File: config.mk
export PLATFORM = sky130hd
export DESIGN_NAME = jtag_scan_master_flat
export DESIGN_NICKNAME = d
export VERILOG_FILES = /design/src/rtl/jtag_scan_master_if.sv /design/src/rtl/jtag_scan_master.sv /design/src/flat_wrapper.sv
export SDC_FILE = /design/constraint.sdc
export NUM_CORES = 1
export LEC_CHECK = 0
export BUFFER_PORTS_ARGS = -buffer_cell sky130_fd_sc_hd__buf_2
export CORE_MARGIN = 3
export CORE_UTILIZATION = 62
export DETAILED_ROUTE_END_ITERATION = 10
export PLACE_DENSITY = 0.88
export SYNTH_ARGS = -nofsm -noshare
export SYNTH_HDL_FRONTEND = slang
export SYNTH_SLANG_ARGS = --single-unit
File: constraint.sdc
create_clock -name clk -period 6.2 [get_ports clk]
set_clock_uncertainty 0.05 [all_clocks]
set_input_delay 0.31 -clock clk [delete_from_list [all_inputs] [get_ports clk]]
set_output_delay 0.31 -clock clk [all_outputs]
set_load 0.01 [all_outputs]
File: src/rtl/jtag_scan_master_if.sv
// rtl/jtag_scan_master_if.sv - command/response handshake bundle between a requester and the JTAG scan master
interface jtag_scan_master_if #(
    parameter int DR_MAX = 32,
    parameter int CNT_W  = $clog2(DR_MAX + 1)
);
    logic              cmd_valid;
    logic              cmd_ready;
    logic [1:0]        cmd_type;
    logic [CNT_W-1:0]  cmd_len;
    logic [DR_MAX-1:0] cmd_data;
    logic              rsp_valid;
    logic [DR_MAX-1:0] rsp_data;
    logic              busy;

    modport master (
        output cmd_valid, cmd_type, cmd_len, cmd_data,
        input  cmd_ready, rsp_valid, rsp_data, busy
    );

    modport slave (
        input  cmd_valid, cmd_type, cmd_len, cmd_data,
        output cmd_ready, rsp_valid, rsp_data, busy
    );
endinterface

File: src/rtl/jtag_scan_master.sv
// rtl/jtag_scan_master.sv - JTAG host engine: TAP reset, IR and DR scans over a divided TCK
module jtag_scan_master #(
    parameter int IR_LEN  = 4,
    parameter int DR_MAX  = 32,
    parameter int CLK_DIV = 4,
    parameter int CNT_W   = $clog2(DR_MAX + 1)
) (
    input  logic              clk,
    input  logic              rst_n,
    jtag_scan_master_if.slave bus,
    output logic              TCK,
    output logic              TMS,
    output logic              TDI,
    input  logic              TDO
);
    localparam int               DIV_W    = (CLK_DIV > 1) ? $clog2(CLK_DIV) : 1;
    localparam logic [DIV_W-1:0] DIV_LAST = DIV_W'(CLK_DIV - 1);
    localparam logic [CNT_W-1:0] LEN_MAX  = CNT_W'(DR_MAX);

    typedef enum logic [2:0] {S_IDLE, S_RST_SEQ, S_HDR, S_SHIFT, S_TRAIL, S_DONE} state_t;

    state_t            r_state;
    logic [CNT_W-1:0]  r_idx;
    logic [DIV_W-1:0]  r_div;
    logic [DR_MAX-1:0] r_data;
    logic [DR_MAX-1:0] r_cap;
    logic [DR_MAX-1:0] r_rsp_data;
    logic [CNT_W-1:0]  r_len;
    logic              r_is_ir;
    logic              r_is_scan;
    logic              r_tap_known;
    logic              r_tck;
    logic              r_tms;
    logic              r_tdi;
    logic              r_cmd_ready;
    logic              r_rsp_valid;
    logic              r_busy;

    state_t            w_nstate;
    logic [CNT_W-1:0]  w_nidx;
    logic [CNT_W-1:0]  w_shift_n;
    logic              w_ntms;
    logic              w_ntdi;
    logic              w_cmd_scan;
    logic              w_cmd_zero;
    logic [CNT_W-1:0]  w_cmd_len;

    assign w_cmd_scan = (bus.cmd_type == 2'b01) || (bus.cmd_type == 2'b10);
    assign w_cmd_zero = (bus.cmd_type == 2'b10) && (bus.cmd_len == '0);
    assign w_cmd_len  = (bus.cmd_len > LEN_MAX) ? LEN_MAX : bus.cmd_len;

    // Position and pin values of the bit-cycle that follows the current one.
    always_comb begin
        w_shift_n = r_is_ir ? CNT_W'(IR_LEN) : r_len;
        w_nstate  = r_state;
        w_nidx    = r_idx + CNT_W'(1);
        w_ntms    = 1'b0;
        w_ntdi    = 1'b0;
        case (r_state)
            S_RST_SEQ: if (r_idx == CNT_W'(5)) begin
                w_nstate = r_is_scan ? S_HDR : S_DONE;
                w_nidx   = '0;
            end
            S_HDR: if (r_idx == (r_is_ir ? CNT_W'(3) : CNT_W'(2))) begin
                w_nstate = S_SHIFT;
                w_nidx   = '0;
            end
            S_SHIFT: if (r_idx == w_shift_n - CNT_W'(1)) begin
                w_nstate = S_TRAIL;
                w_nidx   = '0;
            end
            S_TRAIL: if (r_idx == CNT_W'(1)) begin
                w_nstate = S_DONE;
                w_nidx   = '0;
            end
            default: begin
                w_nstate = S_IDLE;
                w_nidx   = '0;
            end
        endcase
        case (w_nstate)
            S_RST_SEQ: w_ntms = (w_nidx != CNT_W'(5));
            S_HDR:     w_ntms = r_is_ir ? (w_nidx < CNT_W'(2)) : (w_nidx == '0);
            S_SHIFT: begin
                w_ntms = (w_nidx == w_shift_n - CNT_W'(1));
                w_ntdi = |(r_data & (DR_MAX'(1) << w_nidx));
            end
            S_TRAIL:   w_ntms = (w_nidx == '0);
            default:   w_ntms = 1'b0;
        endcase
    end

    always_ff @(posedge clk or negedge rst_n) begin
        if (!rst_n) begin
            r_state     <= S_IDLE;
            r_idx       <= '0;
            r_div       <= '0;
            r_data      <= '0;
            r_cap       <= '0;
            r_rsp_data  <= '0;
            r_len       <= '0;
            r_is_ir     <= 1'b0;
            r_is_scan   <= 1'b0;
            r_tap_known <= 1'b0;
            r_tck       <= 1'b0;
            r_tms       <= 1'b1;
            r_tdi       <= 1'b0;
            r_cmd_ready <= 1'b1;
            r_rsp_valid <= 1'b0;
            r_busy      <= 1'b0;
        end else begin
            r_rsp_valid <= 1'b0;
            case (r_state)
                S_IDLE, S_DONE: begin
                    r_state <= S_IDLE;
                    if (bus.cmd_valid) begin
                        r_data    <= bus.cmd_data;
                        r_len     <= w_cmd_len;
                        r_is_ir   <= (bus.cmd_type == 2'b01);
                        r_is_scan <= w_cmd_scan;
                        r_cap     <= '0;
                        r_idx     <= '0;
                        r_div     <= '0;
                        r_tck     <= 1'b0;
                        r_tdi     <= 1'b0;
                        if (w_cmd_zero) begin
                            r_state     <= S_DONE;
                            r_rsp_valid <= 1'b1;
                            r_rsp_data  <= '0;
                        end else begin
                            // Both the reset walk and every scan header open with TMS=1.
                            r_state     <= (w_cmd_scan && r_tap_known) ? S_HDR : S_RST_SEQ;
                            r_tms       <= 1'b1;
                            r_busy      <= 1'b1;
                            r_cmd_ready <= 1'b0;
                        end
                    end
                end
                default: begin
                    if (r_div == DIV_LAST) begin
                        r_div <= '0;
                        if (!r_tck) begin
                            r_tck <= 1'b1;
                            if (r_state == S_SHIFT) begin
                                r_cap <= r_cap | (DR_MAX'(TDO) << r_idx);
                            end
                        end else begin
                            r_tck   <= 1'b0;
                            r_state <= w_nstate;
                            r_idx   <= w_nidx;
                            r_tms   <= w_ntms;
                            r_tdi   <= w_ntdi;
                            if (r_state == S_RST_SEQ && w_nstate != S_RST_SEQ) begin
                                r_tap_known <= 1'b1;
                            end
                            if (w_nstate == S_DONE) begin
                                r_rsp_valid <= 1'b1;
                                r_rsp_data  <= r_cap;
                                r_busy      <= 1'b0;
                                r_cmd_ready <= 1'b1;
                            end
                        end
                    end else begin
                        r_div <= r_div + DIV_W'(1);
                    end
                end
            endcase
        end
    end

    assign bus.cmd_ready = r_cmd_ready;
    assign bus.rsp_valid = r_rsp_valid;
    assign bus.rsp_data  = r_rsp_data;
    assign bus.busy      = r_busy;
    assign TCK           = r_tck;
    assign TMS           = r_tms;
    assign TDI           = r_tdi;
endmodule
File: src/flat_wrapper.sv
// flat-port wrapper written by rule: the top's interface ports become plain ports
module jtag_scan_master_flat 
#(
    parameter int IR_LEN  = 4,
    parameter int DR_MAX  = 32,
    parameter int CLK_DIV = 4,
    parameter int CNT_W   = $clog2(DR_MAX + 1)
)
  (clk, rst_n, TCK, TMS, TDI, TDO, bus_cmd_valid, bus_cmd_type, bus_cmd_len, bus_cmd_data, bus_cmd_ready, bus_rsp_valid, bus_rsp_data, bus_busy);
  jtag_scan_master_if #(.DR_MAX(DR_MAX), .CNT_W(CNT_W)) bus_i ();
  input  logic clk;
  input  logic rst_n;
  output logic TCK;
  output logic TMS;
  output logic TDI;
  input  logic TDO;
  input wire logic [$bits(bus_i.cmd_valid)-1:0] bus_cmd_valid;
  input wire logic [$bits(bus_i.cmd_type)-1:0] bus_cmd_type;
  input wire logic [$bits(bus_i.cmd_len)-1:0] bus_cmd_len;
  input wire logic [$bits(bus_i.cmd_data)-1:0] bus_cmd_data;
  output wire logic [$bits(bus_i.cmd_ready)-1:0] bus_cmd_ready;
  output wire logic [$bits(bus_i.rsp_valid)-1:0] bus_rsp_valid;
  output wire logic [$bits(bus_i.rsp_data)-1:0] bus_rsp_data;
  output wire logic [$bits(bus_i.busy)-1:0] bus_busy;
  assign bus_i.cmd_valid = bus_cmd_valid;
  assign bus_i.cmd_type = bus_cmd_type;
  assign bus_i.cmd_len = bus_cmd_len;
  assign bus_i.cmd_data = bus_cmd_data;
  assign bus_cmd_ready = bus_i.cmd_ready;
  assign bus_rsp_valid = bus_i.rsp_valid;
  assign bus_rsp_data = bus_i.rsp_data;
  assign bus_busy = bus_i.busy;
  jtag_scan_master #(.IR_LEN(IR_LEN), .DR_MAX(DR_MAX), .CLK_DIV(CLK_DIV), .CNT_W(CNT_W)) u_core (.clk(clk), .rst_n(rst_n), .bus(bus_i), .TCK(TCK), .TMS(TMS), .TDI(TDI), .TDO(TDO));
endmodule
==> results.py, run 1 <==
metrics = {
    "run_status": {
        "status": "finished clean",
    },
    "timing": {
        "worst_slew_pin_slew_ns": 1.05,
        "fin_crit_sh_pct": 60.1,
        "hold_viol_final": 0,
        "fin_crit_ns": 3.73,
        "max_slew_margin_pct": 29.6,
        "slew_violations": 0,
        "setup_viol": 0,
        "fmax_ghz": 0.268,
        "rsz0062_at_grt": "no",
        "fin_setup_tns_ns": 0,
    },
    "synth": {
        "synth_top_area_share_pct": 49.3,
        "synth_edf_count": 0,
        "syn_area_mm2": 0.00609,
        "yosysUniqueCellTypes": 69,
        "ys_seq_elements": 122,
        "async_reset_ff_share_pct": 100,
        "synthTopCellsByArea": "dfrtp_1, nand2_1, o21ai_0",
        "syn_inst": 699,
        "yosysTopAreaCell": "dfrtp_1",
        "synthFlopType": "dfrtp_1",
        "synth_nets": 749,
        "syn_area_per_cell_um2": 8.72,
        "synth_seq_area_share_pct": 50.1,
        "yosysWarnings": 0,
    },
    "run": {
        "maxCapViolations": 0,
    },
    "cells_and_area": {
        "n_antenna_cell": 0,
        "multi_input_area_mm2": 0.00283,
        "syn_to_final_growth_pct": 22.5,
        "layout_commonest_cell": "nand2_1",
        "nFillCells": 599,
        "ff_latch_area_mm2": 0.00306,
        "final_cell_mix": "nand2_1, dfrtp_1, buf_2",
        "fin_nets": 844,
        "drive_above_1_share_pct": 17.7,
    },
    "place": {
        "gp_congestion": 0.862,
        "io_buffers": 81,
        "dpl.hpwl_um": 10300,
    },
    "setup_path": {
        "crit_path_start_kind": "flip-flop",
        "crit_chain": "nor2b_1 -> inv_1 -> ha_1 -> nor3b_2 -> mux2i_1 -> a221oi_1 -> and4_4 -> a311oi_1 -> a22oi_1 -> o41ai_1 -> a41o_1",
        "crit_required_ns": 6.61,
        "max_stage_delay_ns": 0.72,
        "worst-setup-path-type": "flip-flop to flip-flop",
        "worstPathMaxFanout": 20,
        "slowest_stage": "dfrtp_1",
        "crit_family": "compound AO/OA/AOI/OAI gates",
        "crit_path_end_kind": "flip-flop",
        "path_buf_inv": 1,
        "critPathArrivalTime_ns": 4.14,
    },
    "clocking": {
        "cts_buffer_depth": 2,
        "clkTransAtPathRegs_ns": 0.06,
        "postCtsSetupRepairBufs": 0,
        "cts_sinks": 122,
        "clkLatencyLatePin_ns": 0.52,
        "cts_tree": "yes",
        "postCtsHoldBufs": 33,
        "numCtsBuffers": 17,
        "htreeDepth": 4,
        "cts.repair.resized": 0,
        "cts_root_buf": "clkbuf_8",
    },
    "min_path": {
        "hp-class": "input pin to flip-flop",
    },
    "pwr": {
        "pwr-share-clk_pct": 33.5,
        "seqPwrFrac_pct": 36.0,
        "power_density_mw_per_mm2": 412,
        "vdd_ir_drop_max_uv": 279,
        "p_total_mw": 3.07,
        "internal_power_mw": 1.96,
        "switchingPower_mw": 1.12,
        "leakage_nw": 3.58,
        "comb_power_share_pct": 30.6,
        "netSwitchingFraction_pct": 36.3,
    },
    "die": {
        "start_util_pct": 64.7,
        "die_w_um": 105,
        "pin_count": 82,
        "coreArea_mm2": 0.00942,
        "die_area_mm2": 0.0111,
        "dieHeight_um": 105,
        "rows": 35,
    },
    "drt": {
        "drt_wl_total_um": 16900,
        "routed-via-count": 5661,
        "drt_pass1_iterations": 5,
        "drt_iter0_markers": 428,
        "wl_per_cell_um": 18.0,
        "avgViaCountPerCell": 6.05,
        "antenna_left": 0,
        "drc_errors": 0,
    },
    "global_routing": {
        "grt_pass1_wl_um": 27700,
        "grt_max_degree": 71,
        "grt_overflow": 0,
        "grt_pass1_vias": 5595,
        "grtUsageTotal_pct": 31.4,
        "antenna_found_initial": 0,
    },
}
## worst paths after layout
path | to | start | slack [ns] | depth (start not counted)
max | u_core.TMS$_DFFE_PN1P_ | u_core.r_is_ir$_DFFE_PN0P_ | 2.47 | 11
min | u_core.r_len[2]$_DFFE_PN0P_ | bus_cmd_len[2] | 0.02 | 3
max reg2reg | u_core.TMS$_DFFE_PN1P_ | u_core.r_is_ir$_DFFE_PN0P_ | 2.47 | 11
min reg2reg | u_core.bus.rsp_data[28]$_DFFE_PN0P_ | u_core.r_cap[28]$_DFFE_PN0P_ | 0.42 | 2
max in group asynchronous | u_core.r_idx[0]$_DFFE_PN0P_ | rst_n | 4.47 | 3
min in group asynchronous | u_core.bus.rsp_data[7]$_DFFE_PN0P_ | rst_n | 0.31 | 2
## cell type report
cell class | count | area share (%)
Clock inverter | 14 | 2.46
Inverter | 10 | 0.503
Tap cell | 129 | 2.16
Clock buffer | 18 | 5.73
Timing Repair Buffer | 118 | 10.3
Multi-Input combinational cell | 525 | 37.9
Sequential cell | 122 | 40.9
## cell usage after synthesis (all sizes together), types with 2 or more instances
library cell / count
a2111o: 2
a211oi: 2
a21oi: 40
a221oi: 3
a22o: 4
a22oi: 6
a311oi: 3
a31oi: 7
a41o: 2
a41oi: 3
and2: 2
and3: 11
buf: 8
clkbuf: 34
dfrtp: 120
dfstp: 2
ha: 6
inv: 10
mux2: 5
mux2i: 4
nand2: 194
nand2b: 12
nand3: 16
nand3b: 4
nand4: 7
nor2: 60
nor2b: 12
nor3: 12
nor3b: 6
nor4: 3
o21a: 2
o21ai: 59
o22ai: 2
o41ai: 3
or2: 2
xnor2: 9
xor2: 7
## worst register-to-register path, cell delays in order (launching register included)
cell,delay [ns]
dfrtp_1,0.72
nor2b_1,0.19
inv_1,0.10
ha_1,0.23
nor3b_2,0.26
mux2i_1,0.34
a221oi_1,0.20
and4_4,0.27
a311oi_1,0.55
a22oi_1,0.20
o41ai_1,0.44
a41o_1,0.14
## flip-flops by register name (all words and copies together) (netlist names), 2 cells and up
name	count
u_core.bus.rsp_data	32
u_core.r_cap	32
u_core.r_data	32
u_core.r_idx	6
u_core.r_len	6
u_core.r_state	3
u_core.r_div	2
## logic make-up (layout without fill, tap and decap cells)
| logic type | Yosys count | in the layout | synth area share [%] |
|---|---|---|---|
| buffers and inverters | 52 | 160 | 3.49 |
| xor gates and xnor gates | 16 | 16 | 2.42 |
| AOI/OAI and AO/OA | 148 | 148 | 15.6 |
| and+or+nand+nor | 346 | 346 | 25.5 |
| DFF | 122 | 122 | 50.1 |
| adders and majority gates | 6 | 6 | 1.23 |
| muxes | 9 | 9 | 1.64 |
## metal layers
metal  track usage (%)  part of all wire, %
met5                 0                    0
met4              12.1                  2.6
met3              5.93                  6.8
met2              56.6                   53
met1              37.1                   38
## through the flow
stage	instance area [um^2]	hold slack (ns)	utilization, %	worst slack, ns	instances
after CTS	7460	0.0125	79.3	2.56	936
after detailed placement	6520	0.333	69.3	2.58	871
after floorplan	6090	-0.0356	-	3.18	699
final	7460	0.0175	79.3	2.47	936
after global placement	6520	0.315	69.3	2.71	871
after global routing	7460	0.0233	79.3	2.29	936
## power by group through the flow
stage	clock (mW)	sequential (mW)	combinational, mW
floorplan	0	1.06	0.689
global placement	0	1.10	0.847
detailed placement	0	1.11	0.874
CTS	1.03	1.10	0.913
global route	1.08	1.12	1.03
finish	1.03	1.11	0.940
No activity file was read; power rests on OpenSTA's default activity.
==> inputs of run 2 (changes only) <==
Settings changed: CORE_UTILIZATION 62 to 58, PLACE_DENSITY 0.88 to 0.83.
Clock period 6.2 ns to 3.6 ns, I/O delays scaled along.
==> results.py, run 2 (same netlist as run 1, synthesis figures left out) <==
metrics = {
    "clocking": {
        "cts_tree": "yes",
        "numCtsBuffers": 17,
        "postCtsSetupRepairBufs": 0,
        "htreeDepth": 4,
        "clkLatencyLatePin_ns": 0.53,
        "cts_sinks": 122,
        "clkTransAtPathRegs_ns": 0.05,
        "cts_buffer_depth": 2,
        "cts_root_buf": "clkbuf_8",
    },
    "pwr": {
        "vdd_ir_drop_max_uv": 370,
        "netSwitchingFraction_pct": 33.7,
        "power_density_mw_per_mm2": 696,
        "pwr-share-clk_pct": 34.5,
        "internal_power_mw": 3.56,
        "switchingPower_mw": 1.81,
        "seqPwrFrac_pct": 35.4,
        "comb_power_share_pct": 30.1,
        "leakage_nw": 3.70,
    },
    "setup_path": {
        "worstPathMaxFanout": 10,
        "reg2reg_to": "u_core.TMS$_DFFE_PN1P_",
        "critPathArrivalTime_ns": 3.72,
        "crit_path_start_kind": "flip-flop",
        "crit_required_ns": 4.02,
        "crit_path_end_kind": "flip-flop",
        "worst-setup-path-type": "flip-flop to flip-flop",
        "ff2ff_setup_slack_ns": 0.30,
        "crit_chain": "nor2b_1 -> inv_1 -> ha_1 -> nor3b_2 -> mux2_2 -> a221oi_1 -> a41oi_2 -> nor2_4 -> nor2_1 -> o41ai_1 -> a41o_1",
        "crit_family": "compound AO/OA/AOI/OAI gates",
        "slowest_stage": "dfrtp_1",
        "path_buf_inv": 1,
        "max_stage_delay_ns": 0.53,
        "r2r_start": "u_core.r_is_ir$_DFFE_PN0P_",
        "rr_worst_depth": 11,
    },
    "place": {
        "dpl.hpwl_um": 10200,
        "placed_cell_area_mm2": 0.00662,
        "gp_congestion": 0.903,
        "io_buffers": 81,
    },
    "cells_and_area": {
        "nFillCells": 671,
        "drive_above_1_share_pct": 18.6,
        "n_antenna_cell": 0,
        "layout_commonest_cell": "nand2_1",
        "syn_to_final_growth_pct": 26.7,
        "final_area_mm2": 0.00772,
        "final_cell_mix": "nand2_1, dfrtp_1, buf_2",
        "fin_nets": 869,
    },
    "run": {
        "maxCapViolations": 0,
    },
    "die": {
        "coreArea_mm2": 0.0100,
        "die_w_um": 109,
        "start_util_pct": 60.9,
        "pin_count": 82,
        "die_area_mm2": 0.0118,
        "dieHeight_um": 109,
        "rows": 36,
    },
    "drt": {
        "drc_errors": 0,
        "wl_per_cell_um": 16.5,
        "routed-via-count": 5541,
        "avgViaCountPerCell": 5.74,
        "drt_wl_total_um": 16000,
        "drt_pass1_iterations": 7,
        "antenna_left": 0,
        "drt_iter0_markers": 440,
    },
    "global_routing": {
        "grtUsageTotal_pct": 28.9,
        "grt_max_degree": 80,
        "grt_pass1_wl_um": 26600,
        "grt_pass1_vias": 5490,
        "grt_overflow": 0,
        "antenna_found_initial": 0,
    },
    "timing": {
        "rsz0062_at_grt": "no",
        "fin_setup_tns_ns": 0,
        "max_slew_margin_pct": 33.6,
        "fin_crit_sh_pct": 91.7,
        "setup_viol": 0,
        "hold_viol_final": 0,
        "slew_violations": 0,
        "fin_crit_ns": 3.30,
        "fmax_ghz": 0.303,
        "worst_slew_pin_slew_ns": 0.996,
    },
    "min_path": {
        "min_from": "bus_cmd_type[1]",
        "hp-class": "input pin to flip-flop",
        "worstHoldEndpoint": "u_core.r_is_ir$_DFFE_PN0P_",
        "holdPathStages": 5,
    },
    "run_status": {
        "status": "finished clean",
    },
}
==> run 2: cell count changes in the layout (fill, tap and decap cells not counted), moves of 2 or more <==
cell           previous run  this run
buf_4                     5        18
inv_6                     5         0
dlygate4sd3_1            33        45
bufinv_16                 3         5
clkbuf_1                  0         2
==> run 2: how the worst max path moves through the flow <==
stage	slack, ns	start	cells after the start	to
after global placement	0.33	u_core.r_is_ir$_DFFE_PN0P_	11	u_core.TMS$_DFFE_PN1P_
after floorplan	0.58	u_core.r_is_ir$_DFFE_PN0P_	12	u_core.TMS$_DFFE_PN1P_
after detailed placement	0.24	u_core.r_is_ir$_DFFE_PN0P_	11	u_core.TMS$_DFFE_PN1P_
final	0.30	u_core.r_is_ir$_DFFE_PN0P_	11	u_core.TMS$_DFFE_PN1P_
after CTS	0.22	u_core.r_is_ir$_DFFE_PN0P_	11	u_core.TMS$_DFFE_PN1P_
after global routing	0.04	u_core.r_is_ir$_DFFE_PN0P_	11	u_core.TMS$_DFFE_PN1P_
==> run 2: routing by layer <==
metal | GRT usage, % | wire length, um
met2 | 48.7 | 8090
met3 | 6.87 | 771
met5 | 0 | 0
met4 | 12.9 | 475
met1 | 35.4 | 6630
==> run 2: through the flow <==
step	power (mW)	setup slack (ns)	instances	util (%)	hold WS [ns]
after floorplan	3.01	0.583	699	-	-0.166
after global placement	3.42	0.326	888	66.2	0.318
after detailed placement	3.47	0.243	888	66.2	0.324
after CTS	5.35	0.221	965	77.2	0.0113
after global routing	5.67	0.0375	965	77.2	0.0545
final	5.37	0.297	965	77.2	0.0345
==> run 2: tightest hold or removal path, stage by stage <==
cell	delay, ns
buf_2	0.11
inv_1	0.05
ha_1	0.13
nand2_1	0.05
nand2_1	0.05
==> run 2: power groups by stage <==
stage | logic (mW) | registers, mW | clock network [mW]
floorplan | 1.19 | 1.82 | 0
global placement | 1.52 | 1.90 | 0
detailed placement | 1.55 | 1.92 | 0
CTS | 1.60 | 1.89 | 1.85
global route | 1.80 | 1.93 | 1.93
finish | 1.62 | 1.90 | 1.85
==> run 2: cell type report <==
type	instances	area (um^2)	area share (%)
Clock buffer	21	449	5.82
Clock inverter	11	193	2.50
Timing Repair Buffer	143	986	12.8
Inverter	10	37.5	0.486
Tap cell	133	166	2.15
Multi-Input combinational cell	525	2840	36.7
Sequential cell	122	3060	39.6
==> run 2: repair_timing <==
action,CTS,global route
endpoints found under the hold margin,115,0
endpoints found under the setup margin,0,1
resized for setup,0,1
hold buffers,45,0
==> inputs of run 3 (changes only) <==
Settings changed: CELL_PAD_IN_SITES_DETAIL_PLACEMENT set to 0, CELL_PAD_IN_SITES_GLOBAL_PLACEMENT set to 2, CORE_UTILIZATION 58 to 38, PLACE_DENSITY 0.83 to 0.88.
Clock period 3.6 ns to 3.9 ns, I/O delays scaled along.
==> results.py, run 3 (same netlist as run 1, synthesis figures left out) <==
metrics = {
    "run_status": {
        "status": "finished clean",
    },
    "setup_path": {
        "crit_path_end_kind": "flip-flop",
        "slowest_stage": "dfrtp_1",
        "crit_family": "compound AO/OA/AOI/OAI gates",
        "worstPathMaxFanout": 4,
        "crit_path_start_kind": "flip-flop",
        "crit_required_ns": 4.22,
        "max_stage_delay_ns": 0.42,
        "crit_chain": "nor2b_1 -> inv_1 -> ha_1 -> nor3b_2 -> mux2i_1 -> a221oi_1 -> and4_4 -> a311oi_1 -> a22oi_1 -> o41ai_1 -> a41o_1",
        "worst-setup-path-type": "flip-flop to flip-flop",
        "path_buf_inv": 1,
        "critPathArrivalTime_ns": 3.53,
        "ff2ff_setup_slack_ns": 0.68,
    },
    "drt": {
        "drt_wl_total_um": 15700,
        "wl_per_cell_um": 15.2,
        "avgViaCountPerCell": 5.15,
        "drc_errors": 0,
        "drt_pass1_iterations": 5,
        "antenna_left": 0,
        "drt_iter0_markers": 359,
        "routed-via-count": 5317,
    },
    "die": {
        "rows": 45,
        "die_area_mm2": 0.0176,
        "start_util_pct": 39.5,
        "dieHeight_um": 133,
        "coreArea_mm2": 0.0154,
        "pin_count": 82,
        "die_w_um": 133,
    },
    "cells_and_area": {
        "drive_above_1_share_pct": 18.3,
        "final_cell_mix": "nand2_1, dfrtp_1, buf_2",
        "syn_to_final_growth_pct": 26.1,
        "n_antenna_cell": 0,
        "layout_commonest_cell": "nand2_1",
        "fin_nets": 858,
    },
    "global_routing": {
        "antenna_found_initial": 0,
        "grtUsageTotal_pct": 18.6,
        "grt_overflow": 0,
        "grt_max_degree": 75,
        "grt_pass1_vias": 5238,
        "grt_pass1_wl_um": 26500,
    },
    "clocking": {
        "postCtsSetupRepairBufs": 0,
        "htreeDepth": 4,
        "clkTransAtPathRegs_ns": 0.06,
        "numCtsBuffers": 17,
        "cts_buffer_depth": 2,
        "postCtsHoldBufs": 39,
        "cts.repair.resized": 0,
        "clkLatencyLatePin_ns": 0.42,
        "cts_sinks": 122,
        "cts_root_buf": "clkbuf_16",
        "cts_tree": "yes",
    },
    "timing": {
        "rsz0062_at_grt": "no",
        "worst_slew_pin_slew_ns": 0.920,
        "fin_crit_sh_pct": 82.5,
        "fmax_ghz": 0.311,
        "fin_setup_tns_ns": 0,
        "slew_violations": 0,
        "max_slew_margin_pct": 38.7,
        "fin_crit_ns": 3.22,
        "hold_viol_final": 0,
        "setup_ws_ns": 0.684,
        "setup_viol": 0,
    },
    "min_path": {
        "hp-class": "input pin to flip-flop",
    },
    "place": {
        "dp_slack_ns": 0.717,
        "dpl.hpwl_um": 10600,
        "io_buffers": 81,
        "gp_congestion": 0.891,
    },
    "pwr": {
        "leakage_nw": 3.64,
        "vdd_ir_drop_max_uv": 343,
        "power_density_mw_per_mm2": 627,
    },
    "run": {
        "maxCapViolations": 0,
    },
}
run 3: cell count changes in the layout (fill, tap and decap cells not counted):
cell,before,now
clkinvlp_4,2,4
a311oi_1,2,3
a311oi_2,1,0
dlygate4sd3_1,45,39
clkbuf_16,16,17
bufinv_16,5,3
clkbuf_8,3,1
inv_6,0,4
clkbuf_1,2,1
clkinv_4,2,0
buf_4,18,13
run 3: worst reg2reg max path: stages, from the launching register on:
cell,delay (ns)
dfrtp_1,0.42
nor2b_1,0.31
inv_1,0.08
ha_1,0.25
nor3b_2,0.19
mux2i_1,0.29
a221oi_1,0.20
and4_4,0.27
a311oi_1,0.41
a22oi_1,0.17
o41ai_1,0.38
a41o_1,0.14
run 3: worst paths after layout:
path                                                start                                 end  cells past startpoint
max reg2reg                   u_core.r_len[0]$_DFFE_PN0P_              u_core.TMS$_DFFE_PN1P_                     11
max in group asynchronous                           rst_n       u_core.r_data[31]$_DFFE_PN0P_                      3
min reg2reg                u_core.r_tap_known$_DFFE_PN0P_      u_core.r_tap_known$_DFFE_PN0P_                      1
min                                       bus_cmd_type[0]          u_core.r_is_ir$_DFFE_PN0P_                      4
max                           u_core.r_len[0]$_DFFE_PN0P_              u_core.TMS$_DFFE_PN1P_                     11
min in group asynchronous                           rst_n  u_core.bus.rsp_data[7]$_DFFE_PN0P_                      2
run 3: power by group:
part	internal [mW]	switching (mW)
Combinational	0.604	0.843
Sequential	1.52	0.227
Clock	1.03	0.597
run 3: per-stage QoR:
| stage | power (mW) | hold WS [ns] | instances | util, % | cell area, um^2 |
|---|---|---|---|---|---|
| 2_1_floorplan | 2.78 | -0.151 | 699 | - | 6090 |
| 3_3_place_gp | 3.15 | 0.333 | 961 | 43.3 | 6680 |
| 3_5_place_dp | 3.18 | 0.341 | 961 | 43.3 | 6680 |
| 4_1_cts | 4.85 | 0.0954 | 1032 | 49.8 | 7680 |
| 5_1_grt | 5.13 | 0.122 | 1032 | 49.8 | 7680 |
| 6_report | 4.82 | 0.0993 | 1032 | 49.8 | 7680 |
run 3: final cells by class:
| cell class | count | area [um^2] |
|---|---|---|
| fill | 1518 | 7740 |
| sequential | 122 | 3060 |
| multi-input combinational | 525 | 2830 |
| timing repair buffer | 132 | 888 |
| clock buffer | 19 | 443 |
| tap | 211 | 264 |
| clock inverter | 13 | 165 |
| inverter | 10 | 37.5 |
run 3: metal layers:
layer | global-route usage [%] | part of all wire [%] | vias to the layer above | wire length, um
met5 | 0 | 0 | - | 0
met4 | 8.03 | 2.3 | 0 | 367
met3 | 4.45 | 4.4 | 26 | 694
met2 | 29.2 | 46 | 150 | 7270
met1 | 24.6 | 47 | 2527 | 7320
li1 | - | - | 2614 | -
